[src/rtl/pc_seq_pkg.sv]
// Shared definitions for the PC / instruction-fetch sequencer.
//   state_e              : sequencer FSM states (StTrap only with MISALIGN_TRAP_EN)
//   RESET_VECTOR_DEFAULT : default PC loaded on reset
//   PC_INC               : sequential PC increment in bytes
// Optional feature macro: MISALIGN_TRAP_EN
package pc_seq_pkg;

  typedef enum logic [2:0] {
    StBoot,
    StReq,
    StWait,
    StExec
`ifdef MISALIGN_TRAP_EN
    , StTrap
`endif
  } state_e;

  localparam logic [31:0] RESET_VECTOR_DEFAULT = 32'h0000_0000;
  localparam int unsigned PC_INC               = 4;

endpackage

[src/rtl/pc_sequencer.sv]
// Program-counter and instruction-fetch sequencer.
// Holds the PC, fetches each instruction over a valid/ready request and a response
// strobe, presents it to execute until exec_done_i, then redirects or advances by 4.
// Counts retired instructions.
// Ports:
//   clk_i, rst_i           : clock, synchronous active-high reset
//   pc_src_i               : 1 = take branch_target_i on retire, 0 = PC+4
//   branch_target_i        : resolved branch/jump target
//   exec_done_i            : datapath finished current instruction
//   imem_req_valid_o/ready_i, imem_addr_o : fetch request channel
//   imem_rsp_valid_i, imem_rdata_i        : fetch response
//   instr_o, instr_valid_o, pc_out_o, pc_plus4_o : instruction to decode/execute
//   trap_o                 : misaligned-target trap (only with MISALIGN_TRAP_EN)
//   instret_o              : retired-instruction count
// Optional feature macro: MISALIGN_TRAP_EN
module pc_sequencer
  import pc_seq_pkg::*;
#(
  parameter int unsigned     SIZE         = 32,
  parameter logic [SIZE-1:0] RESET_VECTOR = SIZE'(RESET_VECTOR_DEFAULT)
) (
  input  logic            clk_i,
  input  logic            rst_i,
  input  logic            pc_src_i,
  input  logic [SIZE-1:0] branch_target_i,
  input  logic            exec_done_i,
  output logic            imem_req_valid_o,
  input  logic            imem_req_ready_i,
  output logic [SIZE-1:0] imem_addr_o,
  input  logic            imem_rsp_valid_i,
  input  logic [SIZE-1:0] imem_rdata_i,
  output logic [SIZE-1:0] instr_o,
  output logic            instr_valid_o,
  output logic [SIZE-1:0] pc_out_o,
  output logic [SIZE-1:0] pc_plus4_o,
  output logic            trap_o,
  output logic [31:0]     instret_o
);

  state_e          state_q, state_d;
  logic [SIZE-1:0] pc_q, pc_d;
  logic [SIZE-1:0] instr_q, instr_d;
  logic [31:0]     instret_q, instret_d;
  logic [SIZE-1:0] pc_plus4;

  // Wraps modulo 2^SIZE by construction.
  assign pc_plus4 = pc_q + SIZE'(PC_INC);

  always_comb begin
    state_d   = state_q;
    pc_d      = pc_q;
    instr_d   = instr_q;
    instret_d = instret_q;
    unique case (state_q)
      StBoot: state_d = StReq;
      StReq: begin
        if (imem_req_ready_i) state_d = StWait;
      end
      StWait: begin
        if (imem_rsp_valid_i) begin
          instr_d = imem_rdata_i;
          state_d = StExec;
        end
      end
      StExec: begin
        if (exec_done_i) begin
          instret_d = instret_q + 32'd1;
          state_d   = StReq;
          if (pc_src_i) begin
`ifdef MISALIGN_TRAP_EN
            // Keep the faulting target visible on the PC while trapped.
            pc_d = branch_target_i;
            if (branch_target_i[1:0] != 2'b00) state_d = StTrap;
`else
            pc_d = branch_target_i & ~SIZE'(3);
`endif
          end else begin
            pc_d = pc_plus4;
          end
        end
      end
`ifdef MISALIGN_TRAP_EN
      StTrap: state_d = StTrap;
`endif
      default: state_d = StBoot;
    endcase
  end

  always_ff @(posedge clk_i) begin
    if (rst_i) begin
      state_q   <= StBoot;
      pc_q      <= RESET_VECTOR;
      instr_q   <= '0;
      instret_q <= '0;
    end else begin
      state_q   <= state_d;
      pc_q      <= pc_d;
      instr_q   <= instr_d;
      instret_q <= instret_d;
    end
  end

  assign imem_req_valid_o = (state_q == StReq);
  assign imem_addr_o      = pc_q;
  assign instr_o          = instr_q;
  assign instr_valid_o    = (state_q == StExec);
  assign pc_out_o         = pc_q;
  assign pc_plus4_o       = pc_plus4;
  assign instret_o        = instret_q;
`ifdef MISALIGN_TRAP_EN
  assign trap_o           = (state_q == StTrap);
`else
  assign trap_o           = 1'b0;
`endif

endmodule

[config.mk]
export PLATFORM = sky130hd
export DESIGN_NAME = pc_sequencer
export DESIGN_NICKNAME = d
export VERILOG_FILES = /design/src/rtl/pc_seq_pkg.sv /design/src/rtl/pc_sequencer.sv
export SDC_FILE = /design/constraint.sdc
export NUM_CORES = 1
export LEC_CHECK = 0
export BUFFER_PORTS_ARGS = -buffer_cell sky130_fd_sc_hd__buf_4
export CAP_MARGIN = 10
export CORE_ASPECT_RATIO = 0.6
export CORE_MARGIN = 3
export CORE_UTILIZATION = 52
export CTS_CLUSTER_DIAMETER = 100
export DETAILED_ROUTE_END_ITERATION = 6
export GPL_TIMING_DRIVEN = 0
export HOLD_SLACK_MARGIN = 0.05
export PLACE_DENSITY = 0.95
export SLEW_MARGIN = 40
export SYNTH_ARGS = -nofsm -noshare
export SYNTH_HDL_FRONTEND = slang
export SYNTH_SLANG_ARGS = --single-unit
[constraint.sdc]
create_clock -name clk_i -period 4.5 [get_ports clk_i]
set_input_delay 0.45 -clock clk_i [delete_from_list [all_inputs] [get_ports clk_i]]
set_output_delay 0.45 -clock clk_i [all_outputs]
set_load 0.01 [all_outputs]
After elaboration in Yosys (flattened, before gate mapping):

Index checks and enable logic that the tools add are counted.

* logic and storage cells: 21
* input port bits: 70
* output and inout port bits: 163
* register bits after elaboration: 99

* reductions and logical operators: 4
* $add $sub $neg: 2
* multiplexer cells: 5
* equality and inequality tests: 6

Operators with widths (count)
* $add 32x1->32 const B: 1
* $add 32x3->32 const B: 1
* $mux 32: 1
* $pmux 3 s4: 1
* $mux 3: 3
* $eq 3x2->1 const B: 2
* $ne 2x2->1 const B: 2
* $reduce_and 2->1: 2
* $eq 3x1->1 const B: 1
* $logic_not 3->1: 1
* $reduce_and 3->1: 1
* $ne 2x1->1 const B: 1

Longest topological paths before layout:

Gate-level depths: netlist (run 1).

* depth after elaboration: 3
* depth in mapped cells: 8
* depth with buffers taken out: 7

Worst setup path after synthesis (run 1):

Ideal clock, no wire load.

* path type: reg-to-output
* start: register pc_q[17], in the netlist imem_addr_o[17]
* end: output port pc_plus4_o[28]
* slack: 2293 ps
* data required time: 4050 ps
* buffers on the path: 2
* cell stages (with the launch flop): 7
* arrival time: 1757 ps
* path through: dfxtp_1 -> buf_2 -> and4_1 -> nand4_1 -> buf_2 -> nor4_2 -> xor2_1

* longest elaborated chain between the ends: 1

RTL lines
* start: declaration: line pc_sequencer.sv:41 `logic [SIZE-1:0] pc_q, pc_d;`
* start signal: assignment: line pc_sequencer.sv:97 `pc_q <= pc_d;`
* $add 32x3->32: line pc_sequencer.sv:47 `assign pc_plus4 = pc_q + SIZE'(PC_INC);`
* end: declaration: line pc_sequencer.sv:35 `output logic [SIZE-1:0] pc_plus4_o,`

Every way passes these cells.

Final worst setup path (run 1):

* start: register pc_q[18], in the netlist imem_addr_o[18]
* end: output port pc_plus4_o[28]

The elaborated chain is that of the path after synthesis.

==> results.md, run 1 <==
* Status: finished clean
* Crit path DAT at about 2.5 ns
* Initial antenna violation count at 0
* Pins Over Slew Limit at 0
* Die area at 0.0113 mm^2
* Area Growth Syn to Fin at 41.6%
* Worst setup margin at around 1.5 ns
* RSZ-0062 raised after global routing: no
* DIE HEIGHT at between 80 and 90 um
* Slew margin rel. at 57.2%
* Syn Inst Count at roughly 670
* Clock sinks at 96
* # setup viols final at 0
* Post-CTS Resized at 0
* Most frequent cell after synthesis: nand2_1
* Syn_area_per_cell at just under 8 um^2
* Number of remaining DRC errors at 0
* Routed vias at just under 6,000
* WL met1 at 7330 um
* Slowest CP cell: nor4_2
* Synth top cells by count: nand2_1, dfxtp_1, nor2_1, a21oi_1, buf_4
* Global-route wire length before repair at approximately 28,000 um
* Num CTS Buffers at 9
* Nets at 989
* Total gr overflow at 0
* H-tree depth at 3
* Yosys top cell by area: dfxtp_1
* Synthesized cell area at 0.00522 mm^2
* Routed Antenna Nets at 0
* N_diodes at 0
* Worst setup SP type: flip-flop
* Final hold viol count at 0
* EDFF count, synth at 0
* Count of warnings emitted by yosys at 0
* Highest metal used: met4
* Clock root buffer: clkbuf_16
* DR WL/cell at 17.3 um
* Post-route minimum period at between 2 and 3 ns
* Share of cells above drive strength 1 at around a third
* Top Ports at between 200 and 250
* WL met2 at 7960 um
* Clk_skew at approximately 0.0062 ns
* Power per Cell Area at a little over 300 mW/mm^2
* Largest net degree at the start of global routing at 16
* Initial DRC count at roughly 580
* Peak supply drop at around 0.23 mV
* Buffers from clock root to sink, at most at 2
* Critical Path RT at a little over 4 ns
* Worst stage delay on the critical path at approximately 0.45 ns
* Final wirelength at about 18,000 um
* Initial Utilization at a little under three fifths
* Synth cell types at 50
* Synth top area share at a little under two fifths
* Crit path max fanout at 10
* Hold Path Depth at 3
* Hold-fix buffers at CTS at 0
* DP Area at about 0.0071 mm^2
* Tcrit/Tclk final at 65.6%
* Setup_tns at 0 ns
* Slew @ Worst Pin at approximately 0.64 ns
* CTS tree: done
* Fillers at 707
* Vias per inst at between 5 and 6
* Row count at 27
* Inst Count DP at 1,033
* Hold Crit Class: input pin to flip-flop
* Reg2reg setup slack at between 2 and 2.5 ns
* Count of maximum capacitance violations at 0
* Critical path class: flip-flop to output pin
* Fin area at ~0.0074 mm^2
* Fin cells at between 1,000 and 1,500
* Crit path cell chain: buf_2 > and4_1 > nand4_1 > buf_2 > nor4_2 > xor2_1 > buf_4
* Setup Buffers After CTS at 0
* Clk Latency, worst-skew pair at 0.33 ns
* Clock slew seen by the registers of the worst setup and hold paths at roughly 0.07 ns
* FF+latch count, synth at 96
* Synth Flop Type: dfxtp_1
* DRT Pass-1 Iters at 5
* Die width at between 100 and 150 um
* Met3 Routed Length at about 2400 um
* GRT Util Overall at 30.7%
* HPWL after DPL at 13,900 um
* PortBufs at ~220
* Dpl ws at 1.92 ns
* Core area at about 0.0095 mm^2
* Synth top area cells: dfxtp_1, nand2_1, xnor2_1
* Pleak at about 3.2 nW
* Sequential cell area fraction in the yosys report at 36.8%
* Reg2Reg Depth at 8
* Routability Congestion at roughly 0.96
* Core Util, Final at 78.2%
* Cell mode on critical path: buf_2
* Post-synth ARST share at 0%
* CP endpoint kind: output pin
* Vias in the first global route at around 5,600
* Fmax at 339 MHz
path summary, 6_finish.rpt:
check	from	end
worst max register to register	imem_addr_o[2]	imem_addr_o[18]
worst max-delay path	imem_addr_o[18]	pc_plus4_o[28]
worst min register to register	instr_o[29]	instr_o[29]
worst min-delay path	imem_rdata_i[30]	instr_o[30]
cells in the final DEF, fill, tap and decap left out, types with 4 or more instances in the layout:
cell type and n:
dfxtp_1 96, inv_1 20, o21ai_0 25, buf_2 11, nand2_1 101, mux2i_1 7
clkbuf_16 9, nand3_1 28, o41ai_1 4, a21oi_1 51, a22o_1 4, or3_1 4
ha_1 5, nor4_1 7, and4_1 8, a22oi_1 8, xnor2_1 36, and3_1 12
nor2b_1 7, xor2_1 20, conb_1 7, nor3_1 25, nor4_2 5, nor2_1 52
a221oi_1 4, clkbuf_1 36, a31oi_1 12, buf_4 261, nand4_1 13
kinds of logic (layout without fill, tap and decap cells):
kind of cell             count (synthesis)  count (layout)  synth area share, %
multiplexers                             7               7                 1.34
buffers and inverters                  107             345                 10.7
other                                    1               7               0.0718
AND/OR/NAND/NOR                        279             279                 26.4
AO/OA/AOI/OAI                          123             123                 14.1
XOR/XNOR                                56              56                 9.39
adder cells (fa/ha/maj)                  5               5                 1.20
flip-flops                              96              96                 36.8
critical path, delay by kind of cell, from the launching register on:
kind          cells  cell delay, ns
flops             1            0.39
simple gates      3            0.96
xor+xnor          1            0.18
buf+inv           3            0.64
where the power goes:
group,leakage (nW),switching (W),internal [W]
sequential,0.776,0.0000519,0.000903
combinational,2.28,0.000258,0.000232
clock,0.144,0.000331,0.000460
layer usage:
layer  vias up  global-route usage [%]
met5         -                       0
met4         0                    7.78
met3        42                    9.46
met2       421                    47.7
met1      2722                    41.5
li1       2751                       -
metrics by stage:
stage	power, W	hold WS [ns]
after floorplan	0.00121	0.481
after CTS	0.00223	0.359
after detailed placement	0.00146	0.448
after global routing	0.00232	0.357
after global placement	0.00144	0.443
final	0.00223	0.365
registers in the layout (all words and copies together) (netlist names):
signal / cells
imem_addr_o: 30
instr_o: 32
state_q: 2
instret_o: 32
area by class of cell:
cell class | count | area, um^2 | area share (%)
multi-input cells | 477 | 2770 | 37.5
flip-flops and latches | 96 | 1920 | 26.0
repair buffers | 223 | 1670 | 22.6
plain buffers | 87 | 484 | 6.55
clock buffers | 11 | 253 | 3.42
well taps | 130 | 163 | 2.20
inverters | 20 | 75.1 | 1.02
clock inverters | 4 | 53.8 | 0.727
No activity file was read; power rests on OpenSTA's default activity.
==> run 2, diff against run 1 <==
--- a/config.mk
+++ b/config.mk
@@ -9,12 +9,12 @@
 export CAP_MARGIN = 10
 export CORE_ASPECT_RATIO = 0.6
 export CORE_MARGIN = 3
-export CORE_UTILIZATION = 52
+export CORE_UTILIZATION = 48
 export CTS_CLUSTER_DIAMETER = 100
 export DETAILED_ROUTE_END_ITERATION = 6
 export GPL_TIMING_DRIVEN = 0
 export HOLD_SLACK_MARGIN = 0.05
-export PLACE_DENSITY = 0.95
+export PLACE_DENSITY = 0.92
 export SLEW_MARGIN = 40
 export SYNTH_ARGS = -nofsm -noshare
 export SYNTH_HDL_FRONTEND = slang
==> constraint.sdc (replaced) <==
create_clock -name clk_i -period 3.1 [get_ports clk_i]
set_input_delay 0.31 -clock clk_i [delete_from_list [all_inputs] [get_ports clk_i]]
set_output_delay 0.31 -clock clk_i [all_outputs]
set_load 0.01 [all_outputs]
==> run 2 against run 1 <==
Compared with the run above: non-clock buffer count stayed put; highest routed layer unchanged; first-iteration DRC count is 7.2% higher; final area is 0.39% higher; final cell count is 0.48% higher; combinational power is 46% higher; largest cell class unchanged; flip-flop and latch count stayed put; power is 48% higher; critical endpoint unchanged.
==> results.md, run 2 (synthesis gave the netlist of run 1 again) <==
* Crit path max fanout at 10
* Vias per inst at 5.60
* Crit path DAT at about 2.6 ns
* Critical path class: flip-flop to output pin
* Final wirelength at around 18,000 um
* Tcrit/Tclk final at 94.0%
* Clk Latency, worst-skew pair at roughly 0.33 ns
* Final hold viol count at 0
* Commonest cells after routing, fill and taps aside: buf_4, nand2_1, dfxtp_1, nor2_1, a21oi_1
* Count of maximum capacitance violations at 0
* Clk_skew at 0.00901 ns
* HPWL after DPL at 14,100 um
* DR WL/cell at 17.4 um
* Global-route wire length before repair at 28,200 um
* Fillers at between 800 and 900
* Number of remaining DRC errors at 0
* Post-route minimum period at 2.91 ns
* Largest net degree at the start of global routing at 16
* Clock root buffer: clkbuf_16
* Hold-fix buffers at CTS at 0
* Vias in the first global route at 5,509
* Post-CTS Resized at 0
* Routed vias at about 5,900
* Share of cells above drive strength 1 at approximately a third
* DRT Pass-1 Iters at 6
* Die area at between 0.01 and 0.015 mm^2
* N_diodes at 0
* Fin cells at around 1,100
* Setup Buffers After CTS at 0
* Die width at about 140 um
* Status: finished clean
* Fmax at roughly 340 MHz
* Initial DRC count at around 620
* GRT Util Overall at around 28%
* RSZ-0062 raised after global routing: no
* Row count at 28
* Slew @ Worst Pin at between 0.7 and 0.8 ns
* Pins Over Slew Limit at 0
* Most common cell after layout, fill and taps aside: buf_4
* Buffers from clock root to sink, at most at 2
* FF+latch area at approximately 0.0019 mm^2
* Initial antenna violation count at 0
* Clock slew seen by the registers of the worst setup and hold paths at approximately 0.060 ns
* Worst setup margin at 0.187 ns
* # setup viols final at 0
* Core area at between 0.01 and 0.015 mm^2
* Routability Congestion at 0.932
* Hold Crit Class: input pin to flip-flop
* Dpl ws at approximately 0.6 ns
* CP endpoint kind: output pin
* Critical Path RT at 2.79 ns
* Total gr overflow at 0
* PortBufs at 223
* Clock sinks at 96
* Nets at roughly 990
* Core Util, Final at a little over 70%
* Slew margin rel. at slightly above 50%
* Peak supply drop at approximately 0.4 mV
* Worst setup SP type: flip-flop
* Pleak at roughly 3.2 nW
* Setup_tns at 0 ns
* Routed Antenna Nets at 0
* Power per Cell Area at roughly 450 mW/mm^2
* Area Growth Syn to Fin at 42.2%
* H-tree depth at 3
* CTS tree: done
* Multi-input gate area at ~0.0028 mm^2
* Initial Utilization at between 50 and 60%
* Inst Count DP at 1,038
* DIE HEIGHT at 86.8 um
* Num CTS Buffers at 9
* Top Ports at ~230
-- run 2: power by group --
group / internal, W / switching, W
Combinational: 0.000337 / 0.000377
Clock: 0.000750 / 0.000464
Sequential: 0.00131 / 0.0000762
Total: 0.00240 / 0.000917
-- run 2: cell type report --
class                           count  area share [%]
Clock buffer                       11            3.40
Clock inverter                      4            1.03
Buffer                             87            6.52
Inverter                           20            1.01
Tap cell                          135            2.28
Sequential cell                    96            25.9
Multi-Input combinational cell    477            37.3
Timing Repair Buffer              223            22.5
-- run 2: per-layer routing --
metal  global-route usage, %  vias up  share of wire [%]
met5                       0        -                  0
met4                    6.24        0                1.8
met3                    8.77       41                 14
met2                    45.1      384                 44
met1                    38.4     2731                 41
li1                        -     2745                  -
-- run 2: stage by stage --
stage               hold slack, ns  area [um^2]  total power [W]
floorplan                    0.446         5240          0.00176
global placement             0.443         7090          0.00209
detailed placement           0.448         7090          0.00212
CTS                          0.219         7420          0.00332
global route                 0.230         7420          0.00344
finish                       0.222         7420          0.00331
-- run 2: worst max-delay path: stages (launching register included) --
cell     delay (ns)
dfxtp_1        0.38
buf_2          0.23
and4_1         0.37
nand4_1        0.23
buf_2          0.28
nor4_2         0.46
xor2_1         0.19
buf_4          0.14
-- run 2: path summary, 6_finish.rpt --
path | startpoint | endpoint | slack [ns] | cells past startpoint
worst max-delay path | imem_addr_o[17] | pc_plus4_o[28] | 0.19 | 7
worst min-delay path | imem_rdata_i[18] | instr_o[18] | 0.22 | 3
worst max register to register | imem_addr_o[17] | imem_addr_o[28] | 0.64 | 7
worst min register to register | instr_o[18] | instr_o[18] | 0.46 | 2
